===== config.mk =====
export PLATFORM = sky130hd
export DESIGN_NAME = trap_ctrl
export DESIGN_NICKNAME = d
export VERILOG_FILES = /design/src/rtl/trap_ctrl.sv
export SDC_FILE = /design/constraint.sdc
export NUM_CORES = 1
export LEC_CHECK = 0
export CORE_AREA = 2 2 272 274
export CTS_BUF_LIST = sky130_fd_sc_hd__clkbuf_8
export CTS_CLUSTER_DIAMETER = 100
export DETAILED_ROUTE_END_ITERATION = 7
export DIE_AREA = 0 0 274 276
export PLACE_DENSITY = 0.54
export SETUP_SLACK_MARGIN = 0.2
export SLEW_MARGIN = 0
export SYNTH_ARGS = -nofsm -noshare
export SYNTH_HDL_FRONTEND = slang
export SYNTH_SLANG_ARGS = --single-unit
export TNS_END_PERCENT = 5

===== constraint.sdc =====
create_clock -name clk -period 14.2 [get_ports clk]
set_input_delay 2.84 -clock clk [delete_from_list [all_inputs] [get_ports clk]]
set_output_delay 2.84 -clock clk [all_outputs]
set_load 0.05 [all_outputs]

===== src/rtl/trap_ctrl.sv =====
// rtl/trap_ctrl.sv - SYSTEM-instruction sequencer: CSR read/modify/write, ecall/ebreak trap entry, mret.
// Optional macro TRAP_CTRL_ILLEGAL_EN turns undecodable instructions and unknown CSRs into ecode-2 traps.
module trap_ctrl (
  input  logic        clk,
  input  logic        rst,
  input  logic        req_valid,
  output logic        req_ready,
  input  logic [31:0] req_inst,
  input  logic [63:0] req_pc,
  input  logic [63:0] req_rs1,
  output logic        csr_re,
  output logic [11:0] csr_num,
  input  logic [63:0] csr_rvalue,
  output logic        csr_we,
  output logic [63:0] csr_wmask,
  output logic [63:0] csr_wvalue,
  output logic        ex,
  output logic        ex_ret,
  output logic [63:0] epc,
  output logic [62:0] ecode,
  input  logic [63:0] ex_entry,
  output logic        resp_valid,
  input  logic        resp_ready,
  output logic        rd_we,
  output logic [4:0]  rd_idx,
  output logic [63:0] rd_wdata,
  output logic        redir_valid,
  output logic [63:0] redir_pc
);

  typedef enum logic [2:0] {IDLE, READ, WRITE, TRAP, VEC, RET, DONE} state_t;

`ifdef TRAP_CTRL_ILLEGAL_EN
  localparam state_t ILLEGAL_NEXT = TRAP;
`else
  localparam state_t ILLEGAL_NEXT = DONE;
`endif

  state_t state, state_d;

  logic [11:0] csr_q;
  logic [4:0]  rs1f_q;
  logic [4:0]  rd_q;
  logic [1:0]  op_q;
  logic [63:0] pc_q;
  logic [63:0] src_q;
  logic [62:0] cause_q;
  logic        rd_we_q;
  logic [63:0] rd_wdata_q;
  logic        redir_valid_q;
  logic [63:0] redir_pc_q;

  logic [2:0] f3;
  logic       is_csr, csr_known, csr_go, is_ecall, is_ebreak, is_mret, accept, write_en;

  assign f3        = req_inst[14:12];
  assign is_csr    = (req_inst[6:0] == 7'b1110011) && (f3 != 3'b000) && (f3 != 3'b100);
  assign csr_known = (req_inst[31:20] == 12'h300) || (req_inst[31:20] == 12'h305) ||
                     (req_inst[31:20] == 12'h341) || (req_inst[31:20] == 12'h342);
  assign csr_go    = is_csr && csr_known;
  assign is_ecall  = (req_inst == 32'h0000_0073);
  assign is_ebreak = (req_inst == 32'h0010_0073);
  assign is_mret   = (req_inst == 32'h3020_0073);
  assign accept    = req_valid && (state == IDLE);

  always_ff @(posedge clk or posedge rst) begin
    if (rst) state <= IDLE;
    else     state <= state_d;
  end

  always_comb begin
    state_d = state;
    case (state)
      IDLE: begin
        if (req_valid) begin
          if (csr_go)                    state_d = READ;
          else if (is_ecall || is_ebreak) state_d = TRAP;
          else if (is_mret)              state_d = RET;
          else                           state_d = ILLEGAL_NEXT;
        end
      end
      READ:    state_d = WRITE;
      WRITE:   state_d = DONE;
      TRAP:    state_d = VEC;
      VEC:     state_d = DONE;
      RET:     state_d = DONE;
      DONE:    if (resp_ready) state_d = IDLE;
      default: state_d = IDLE;
    endcase
  end

  always_ff @(posedge clk or posedge rst) begin
    if (rst) begin
      csr_q         <= '0;
      rs1f_q        <= '0;
      rd_q          <= '0;
      op_q          <= '0;
      pc_q          <= '0;
      src_q         <= '0;
      cause_q       <= '0;
      rd_we_q       <= 1'b0;
      rd_wdata_q    <= '0;
      redir_valid_q <= 1'b0;
      redir_pc_q    <= '0;
    end else begin
      if (accept) begin
        csr_q         <= req_inst[31:20];
        rs1f_q        <= req_inst[19:15];
        rd_q          <= req_inst[11:7];
        op_q          <= f3[1:0];
        pc_q          <= req_pc;
        src_q         <= f3[2] ? {59'd0, req_inst[19:15]} : req_rs1;
        cause_q       <= is_ecall ? 63'd11 : (is_ebreak ? 63'd3 : 63'd2);
        rd_we_q       <= 1'b0;
        redir_valid_q <= 1'b0;
      end
      case (state)
        READ:  rd_wdata_q <= csr_rvalue;
        WRITE: rd_we_q    <= (rd_q != 5'd0);
        // Vector is sampled one cycle after ex so the cause is already in mcause.
        VEC: begin
          redir_pc_q    <= ex_entry;
          redir_valid_q <= 1'b1;
        end
        RET: begin
          redir_pc_q    <= csr_rvalue;
          redir_valid_q <= 1'b1;
        end
        default: ;
      endcase
    end
  end

  // Set/clear forms with a zero source field must not touch the CSR.
  assign write_en = (op_q == 2'b01) || (rs1f_q != 5'd0);

  assign req_ready   = (state == IDLE);
  assign csr_re      = (state == READ);
  assign csr_num     = csr_q;
  assign csr_we      = (state == WRITE) && write_en;
  assign csr_wmask   = !csr_we ? 64'd0 : ((op_q == 2'b01) ? '1 : src_q);
  assign csr_wvalue  = !csr_we ? 64'd0 : ((op_q == 2'b01) ? src_q : ((op_q == 2'b10) ? '1 : 64'd0));
  assign ex          = (state == TRAP);
  assign ex_ret      = (state == RET);
  assign epc         = pc_q;
  assign ecode       = cause_q;
  assign resp_valid  = (state == DONE);
  assign rd_we       = (state == DONE) && rd_we_q;
  assign rd_idx      = rd_q;
  assign rd_wdata    = rd_wdata_q;
  assign redir_valid = (state == DONE) && redir_valid_q;
  assign redir_pc    = redir_pc_q;

endmodule


### Word-level counts from Yosys, hierarchy flattened

Cells that the tools add are included.
Widths: inputs -> output; s select.

* flip-flop bits (word level): 348
* input bits: 292
* output and inout port bits: 408
* word-level logic and storage cells: 71

* equal/unequal tests: 19
* muxes and demuxes: 18
* reductions and logical operators: 22

Operators with widths (count)
* $mux 64: 6
* $pmux 64 s2: 1
* $eq 12x10->1 const B: 4
* $eq 32x21->1 const B: 1
* $eq 32x30->1 const B: 1
* $eq 32x7->1 const B: 1
* $pmux 3 s5: 1
* $mux 3: 4
* $reduce_bool 5->1: 2
* $eq 3x3->1 const B: 3
* $eq 7x7->1 const B: 1
* $logic_and 1x1->1: 7
* $eq 3x2->1 const B: 2
* $reduce_bool 2->1: 3
* $logic_or 1x1->1: 5
* $mux 1: 4
* $mux 4: 1
* $eq 3x1->1 const B: 1
* $logic_not 3->1: 1
* $ne 3x3->1 const B: 1
* $reduce_bool 3->1: 1
* $reduce_or 3->1: 1
* $eq 2x1->1 const B: 1
* $eq 2x2->1 const B: 1
* 5 further kinds: 5

### Logic depth before layout (Yosys ltp)

Gate-level depths: netlist of the first run.

* word-level depth: 8
* mapped depth: 9
* depth with buffers taken out: 5

### Least setup slack after synthesis of the first run

No wires, ideal clock.

* path kind: register -> output
* start: register op_q[1]
* end: output csr_wvalue[42]
* arrival: 1996 ps
* data required time: 11360 ps
* slack: 9364 ps
* cell stages (with the launch flop): 6
* path buffers: 2
* path through: dfrtp_1 nor2b_1 clkbuf_1 clkbuf_1 nand2_1 a21oi_1

* longest elaborated chain between the ends: 4
* elaborated cells between the ends (all ways): 7
* classes of those cells: eq/ne (2); mux (3); reduce/logical (2)

RTL lines
* start, declared: RTL line 44 `logic [1:0] op_q;`
* start signal, assigned: RTL line 110 `op_q <= f3[1:0];`
* $eq 2x2->1 or $eq 2x1->1 (tied branches): RTL line 142, 135
* $mux 64 or $logic_or 1x1->1 (tied branches): RTL line 142, 135
* $mux 64 or $logic_and 1x1->1 (tied branches): RTL line 142, 140
* $mux 64 (*): RTL line 142 `assign csr_wvalue = !csr_we ? 64'd0 : ((op_q == 2'b01) ? src_q : ((op_q == 2'b10) ? '1 : 64'd0));`
* end, declared: RTL line 16 `output logic [63:0] csr_wvalue,`

Every way passes the cells marked *; elsewhere a longest branch is shown, timed or not.

### Worst setup path after layout of the first run

* start: register state[0]
* end: output csr_wvalue[55]

* longest elaborated chain between the ends: 3

RTL lines
* start, declared: RTL line 39 `state_t state, state_d;`
* start signal, assigned: RTL line 68 `else state <= state_d;`
* $eq 3x2->1: RTL line 140 `assign csr_we = (state == WRITE) && write_en;`
* $logic_and 1x1->1: RTL line 140
* $mux 64: RTL line 142

No other way between the ends.

==> results.txt, run 1 <==
----------------------------------------------------
[Outcome]
  Run status ... complete, no violations

[Clocking]
  H-tree depth ... 2
  Hold buffer count at cts ... 0
  Clock sink count ... 288
  Post-CTS setup repair buffer count ... 0
  Clock slew at reported path FFs ... 0.06 ns
  CTS resizes ... 0
  Clk Latency, worst-skew pair ... 0.63 ns
  TritonCTS Buffers ... 57
  Number of buffers between clock root and the deepest sink ... 3
  Cell at the root of the clock tree ... clkbuf_8
  TritonCTS clock tree ... done

[Floorplanning]
  Die height ... 276 µm
  DIE WIDTH ... 274 µm
  Starting density of the core ... 0.188
  Die ar. ... 75600 µm²
  Core Box Area ... 72600 µm²
  FP Rows ... 99
  Ports ... 700

[Place]
  Placer congestion estimate ... 0.861
  Post-Place Cells ... 2991
  Count of input and output buffers ... 639
  Pre-CTS worst setup slack ... 7.92 ns
  Cell area after placement ... 20500 µm²
  Placed wire-length estimate after detailed placement ... 38500 µm

[STA]
  Setup TNS Final ... 0 ns
  Worst hold margin ... 0.475 ns
  Number of pins with negative max-slew slack in the final report ... 0
  Transition at the pin with the smallest max-transition slack ... 0.985 ns
  Min setup slack post-route ... 7.35 ns
  Tmin final ... 6.85 ns
  Setup repair after global routing missed its margin ... no
  Final setup fails ... 0
  Share of the clock period used by the worst path ... 0.482
  Highest Clock Rate ... 0.146 GHz
  Worst slew margin relative to its limit ... 0.343
  Final hold violation count ... 0
  Worst Clk Skew ... 0.0256 ns

[Finish]
  Finished Cell Area ... 21700 µm²
  Number of nets in the finished design ... 2383
  Share of final-layout standard cells stronger than drive strength 1 ... 0.0807
  Final core utilization ... 0.298
  Count of placed standard cells in the final layout, fillers left out ... 3094
  # fillers ... 7630
  Area Growth Syn to Fin ... 59.1%

[Setup path]
  Crit. End Element ... output port
  Biggest fanout along the worst timing path ... 97
  Req. time, crit path ... 11.36 ns
  Startpoint Class ... flip-flop
  Endpoint arrival time on the critical path ... 4.01 ns
  Bufs and invs on worst path ... 3
  Startpoint-to-endpoint class of the critical path ... flip-flop to output port
  Delay contributed by the slowest stage of the critical path ... 0.84 ns
  Slowest stage cell, crit path ... clkdlybuf4s50_1
  Family with the most delay on the worst path ... buffers and inverters
  Critical-path cell list ... nor3b_1 -> o31ai_4 -> buf_4 -> buf_4 -> a21oi_1 -> clkdlybuf4s50_1
  Most repeated library cell on the critical path ... buf_4

[Worst hold path]
  Class of the tightest hold or removal check ... flip-flop to flip-flop

[Logic synthesis]
  Mean area per synthesized cell ... 9.16 µm²
  Post-synth top area share ... 0.529
  Most used flip-flop cell after synthesis ... dfrtp_1
  Post-synthesis instance area ... 13600 µm²
  Cell count after synthesis ... 1487
  Top area cells in the synthesized netlist ... dfrtp_1 53%, nand2_1 13%, mux2_2 5.3%
  Flip-flop and latch count after synthesis ... 288
  Leading cell type by number of instances after synthesis ... nand2_1
  Netlist cell types ... 43
  Share of synthesized area occupied by flip-flops and latches ... 0.529
  Post-synth top area cell ... dfrtp_1
  Number of flops mapped to enable cells by yosys ... 0
  Cell types with the highest counts after synthesis ... 464 x nand2_1, 288 x dfrtp_1, 132 x nor2_1, 132 x o21ai_0, 69 x mux2i_1
  Share of async-settable or async-resettable flops after synthesis ... 1.00
  Yosys warning count ... 0

[Global routing]
  Via count of the first global-routing pass ... 12521
  Maximum number of pins on one net before global-route repair ... 115
  First-pass GRT wire length ... 77500 µm
  Global-route total usage across every layer ... 0.131
  Initial antenna violation count ... 4
  Total congestion overflow after global routing ... 0

[Power]
  Leakage power ... 9.30 nW
  Max rail drop VDD ... 151 µV
  Pwr per Cell Area ... 219 nW/µm²
  Final Power ... 4.75 mW

[Route]
  Total number of vias ... 12238
  Count of nets left with antenna violations after detail routing ... 0
  Violation count after the first detailed-routing iteration ... 473
  Post-route DRC ... 0
  DR WL/cell ... 16.7 µm
  Via count normalized by instance count ... 3.96
  Count of TritonRoute iterations in the first routing pass ... 6
  Total length of routed wires ... 51600 µm

[Job]
  Max cap viols ... 0

----------------------------------------------------
[worst min-delay path, delay by kind of cell, from the launching register on]
family / cells / cell delay [ns]
DFF: 1 / 0.34
AOI/OAI and AO/OA: 1 / 0.06
and+or+nand+nor: 1 / 0.04
[placed cells by master (no fill, tap or decap), types with 2 or more instances in the layout]
cell             count
a21oi_1             64
and2_1               2
buf_4               14
clkbuf_8            70
clkdlybuf4s50_1    638
clkinv_2             6
conb_1              60
dfrtp_1            287
diode_2              3
inv_1               23
inv_8                2
mux2_2              64
mux2i_1             69
nand2_1            464
nand2b_1            61
nand4b_1             2
nor2_1             132
nor3_1               3
nor4_1               3
o211ai_1             2
o21ai_0            132
or4_1                3
[routing by layer]
layer,GRT usage,part of all wire,vias to the layer above
li1,-,-,5909
met1,0.150,0.39,5803
met2,0.233,0.51,448
met3,0.0401,0.075,78
met4,0.0403,0.025,0
met5,0,0,-
[final cells by class]
type                       count  area [µm²]  area share
sequential                   288        7210       0.333
multi-input combinational   1087        5600       0.258
clock buffer                  70         963      0.0445
clock inverter                30         169     0.00780
inverter                       4        23.8     0.00110
tap                          959        1200      0.0554
timing repair buffer         653        6500       0.300
antenna                        3        7.51    0.000346
[state kept, by name (all words and copies together) (netlist names)]
signal and flops:
epc 64, rd_wdata 64, redir_pc 64, src_q 64
csr_num 12, rd_idx 5, rs1f_q 5, ecode 3
state 3, op_q 2, rd_we_q 1, redir_valid_q 1
[worst paths after layout]
kind | startpoint | end | slack, ns | cells after the start
min | redir_pc[60] | redir_pc[60] | 0.48 | 2
max reg2reg | state[0] | src_q[42] | 11.24 | 5
min reg2reg | redir_pc[60] | redir_pc[60] | 0.48 | 2
max | state[0] | csr_wvalue[55] | 7.35 | 6
min in group asynchronous | rst | rd_wdata[43] | 2.68 | 2
max in group asynchronous | rst | src_q[63] | 9.25 | 4
[power breakdown]
group          switching, mW  leakage, nW  internal, mW  total [mW]
registers              0.214         3.72          1.12        1.33
clock network          0.382        0.662         0.461       0.843
logic                   1.79         4.92         0.787        2.58
total                   2.38         9.30          2.36        4.75
[kinds of logic (layout without fill, tap and decap cells)]
group,Yosys count,count (layout),share of synthesized area
and+or+nand+nor,686,686,0.208
DFF,288,288,0.529
AOI/OAI and AO/OA,207,207,0.0794
buffers and inverters,171,757,0.0793
muxes,133,133,0.104
other,1,63,0.000275
xor gates and xnor gates,1,1,0.000643
Note: power is estimated with default switching activity, not from simulation.
==> run 2, diff against run 1 <==
clock period = 6.85 ns   (was 14.2 ns; I/O delays follow)
==> run 2 against run 1 <==
  * Cell count about the same
  * Non-clock buffer count decreased by 1
  * Flip-flop and latch count did not move
  * Critical path depth stayed put
  * Design area up 0.47%
  * Setup slack lost 5.5 ns
  * Via count rose by 0.21%
  * Clock power is 120% higher
  * Clock skew increased by 0.012 ns
  * Worst hold slack barely moved
  * Combinational power is 110% higher
==> results.txt, run 2 (synthesis gave the netlist of run 1 again) <==
----------------------------------------------------
[Route]
  Total length of routed wires ... 52300 µm (+1.5%)
  Via count normalized by instance count ... 3.96 (+0.18%)
  Post-route DRC ... 0 (unchanged)
  Count of nets left with antenna violations after detail routing ... 0 (unchanged)
  Violation count after the first detailed-routing iteration ... 504 (+6.6%)
  DR WL/cell ... 16.9 µm (+1.4%)
  Count of TritonRoute iterations in the first routing pass ... 6 (unchanged)
  Total number of vias ... 12264 (+0.21%)

[Power]
  Cell internal pwr ... 4.97 mW (+110%)
  Sequential cell fraction of total power ... 0.277 (-0.003)
  Fraction of power consumed by combinational cells ... 0.540 (-0.002)
  Proportion of total power due to net switching ... 0.500 (-0.00176)
  NetSw ... 4.98 mW (+110%)
  Leakage power ... 9.32 nW (+0.18%)
  Max rail drop VDD ... 289 µV (+91%)
  Clk pwr share ... 0.183 (+0.005)
  Pwr per Cell Area ... 457 nW/µm² (+110%)
  Final Power ... 9.94 mW (+110%)

[Setup path]
  Critical-path cell list ... nor2b_4 -> buf_4 -> buf_4 -> nand2_1 -> a21oi_1 -> clkdlybuf4s50_1
  Slowest stage cell, crit path ... clkdlybuf4s50_1
  Req. time, crit path ... 5.48 ns (-5.88 ns)
  Crit path from ... op_q[1]
  Family with the most delay on the worst path ... buffers and inverters
  Startpoint-to-endpoint class of the critical path ... flip-flop to output port
  Crit. End Element ... output port
  Endpoint arrival time on the critical path ... 3.64 ns (-0.37 ns)
  Bufs and invs on worst path ... 3 (unchanged)
  Biggest fanout along the worst timing path ... 67 (-31%)
  Delay contributed by the slowest stage of the critical path ... 0.85 ns (about the same)
  Startpoint Class ... flip-flop
  Most repeated library cell on the critical path ... buf_4
  Reg-to-Reg Start ... state[0]

[Finish]
  Number of nets in the finished design ... 2381 (-0.084%)
  Area Growth Syn to Fin ... 59.8%
  Commonest non-fill, non-tap cells in the layout ... 638 x clkdlybuf4s50_1, 464 x nand2_1, 287 x dfrtp_1
  Share of final-layout standard cells stronger than drive strength 1 ... 0.0835 (+0.00285)
  Count of placed standard cells in the final layout, fillers left out ... 3095 (+0.032%)
  Commonest non-fill, non-tap cell in the layout ... clkdlybuf4s50_1
  # fillers ... 7642 (+0.16%)
  Final core utilization ... 0.300 (+0.00140)
  Finished Cell Area ... 21800 µm² (+0.47%)

[STA]
  Worst hold margin ... 0.475 ns (+0.000375 ns)
  Worst Clk Skew ... 0.0377 ns (+0.0122 ns)
  Final hold violation count ... 0 (unchanged)
  Setup repair after global routing missed its margin ... no
  Share of the clock period used by the worst path ... 0.731
  Highest Clock Rate ... 0.200 GHz
  Tmin final ... 5.01 ns
  Setup TNS Final ... 0 ns (unchanged)
  Transition at the pin with the smallest max-transition slack ... 1.06 ns (+0.0744 ns)
  Worst slew margin relative to its limit ... 0.294 (-0.0496)
  Final setup fails ... 0 (unchanged)
  Number of pins with negative max-slew slack in the final report ... 0 (unchanged)
  Min setup slack post-route ... 1.84 ns (-5.51 ns)

[Worst hold path]
  Class of the tightest hold or removal check ... flip-flop to flip-flop
  Source of the worst hold timing path ... redir_pc[39]

[Place]
  Pre-CTS worst setup slack ... 2.46 ns (-5.47 ns)
  Cell area after placement ... 20600 µm² (+0.19%)
  Placed wire-length estimate after detailed placement ... 38200 µm (-0.77%)
  Post-Place Cells ... 2990 (-0.033%)
  Placer congestion estimate ... 0.864 (+0.28%)
  Count of input and output buffers ... 639 (unchanged)

[Clocking]
  Number of buffers between clock root and the deepest sink ... 3 (unchanged)
  TritonCTS clock tree ... done
  Cell at the root of the clock tree ... clkbuf_8
  Clk Latency, worst-skew pair ... 0.64 ns (about the same)
  Post-CTS setup repair buffer count ... 0 (unchanged)
  CTS resizes ... 0 (unchanged)
  Clock slew at reported path FFs ... 0.06 ns (about the same)
  Hold buffer count at cts ... 0 (unchanged)
  Clock sink count ... 288 (unchanged)
  H-tree depth ... 2 (unchanged)
  TritonCTS Buffers ... 56 (-1.8%)

[Global routing]
  Maximum number of pins on one net before global-route repair ... 137 (+19%)
  Total congestion overflow after global routing ... 0 (unchanged)
  Global-route total usage across every layer ... 0.135 (+0.00328)
  Initial antenna violation count ... 6 (+2)
  Via count of the first global-routing pass ... 12697 (+1.4%)
  First-pass GRT wire length ... 79000 µm (+1.9%)

[Floorplanning]
  DIE WIDTH ... 274 µm (unchanged)
  Starting density of the core ... 0.188 (unchanged)
  Core Box Area ... 72600 µm² (unchanged)
  FP Rows ... 99 (unchanged)
  Ports ... 700 (unchanged)
  Die height ... 276 µm (unchanged)
  Die ar. ... 75600 µm² (unchanged)

[Job]
  Max cap viols ... 0 (unchanged)

[Outcome]
  Run status ... complete, no violations

----------------------------------------------------
## run 2: final cells by class
| type | count | area, µm² | share of cell area |
|---|---|---|---|
| inverters | 4 | 20.0 | 0.000920 |
| diodes | 5 | 12.5 | 0.000575 |
| flip-flops and latches | 288 | 7210 | 0.331 |
| well taps | 959 | 1200 | 0.0551 |
| repair buffers | 652 | 6540 | 0.300 |
| clock buffers | 75 | 1030 | 0.0474 |
| multi-input cells | 1087 | 5600 | 0.257 |
| clock inverters | 25 | 158 | 0.00724 |
## run 2: layer usage
| layer | vias up | global-route usage | part of all wire |
|---|---|---|---|
| li1 | 5906 | - | - |
| met1 | 5818 | 0.154 | 0.39 |
| met2 | 445 | 0.239 | 0.51 |
| met3 | 93 | 0.0370 | 0.070 |
| met4 | 2 | 0.0479 | 0.031 |
| met5 | - | 0 | 0.00025 |
## run 2: path summary, 6_finish.rpt
check / cells past startpoint / slack (ns) / end
worst max-delay path: 6 / 1.84 / csr_wvalue[22]
worst min-delay path: 2 / 0.48 / redir_pc[39]
worst max register to register: 5 / 4.20 / rd_wdata[23]
worst min register to register: 2 / 0.48 / redir_pc[39]
max in group asynchronous: 4 / 4.54 / redir_pc[29]
min in group asynchronous: 3 / 1.26 / rd_wdata[3]
## run 2: power by group through the flow
stage	Combinational, mW	Clock, mW	Sequential (mW)
2_1_floorplan	2.23	0	4.06
3_3_place_gp	5.39	0	2.74
3_5_place_dp	5.42	0	2.76
4_1_cts	5.43	1.93	2.75
5_1_grt	5.71	1.99	2.83
6_report	5.37	1.82	2.75
## run 2: worst register-to-register path, stage by stage (launching register included)
cell	delay, ns
dfrtp_4	0.76
inv_1	0.19
nor3_2	0.14
buf_4	0.23
buf_4	0.71
mux2_2	0.50
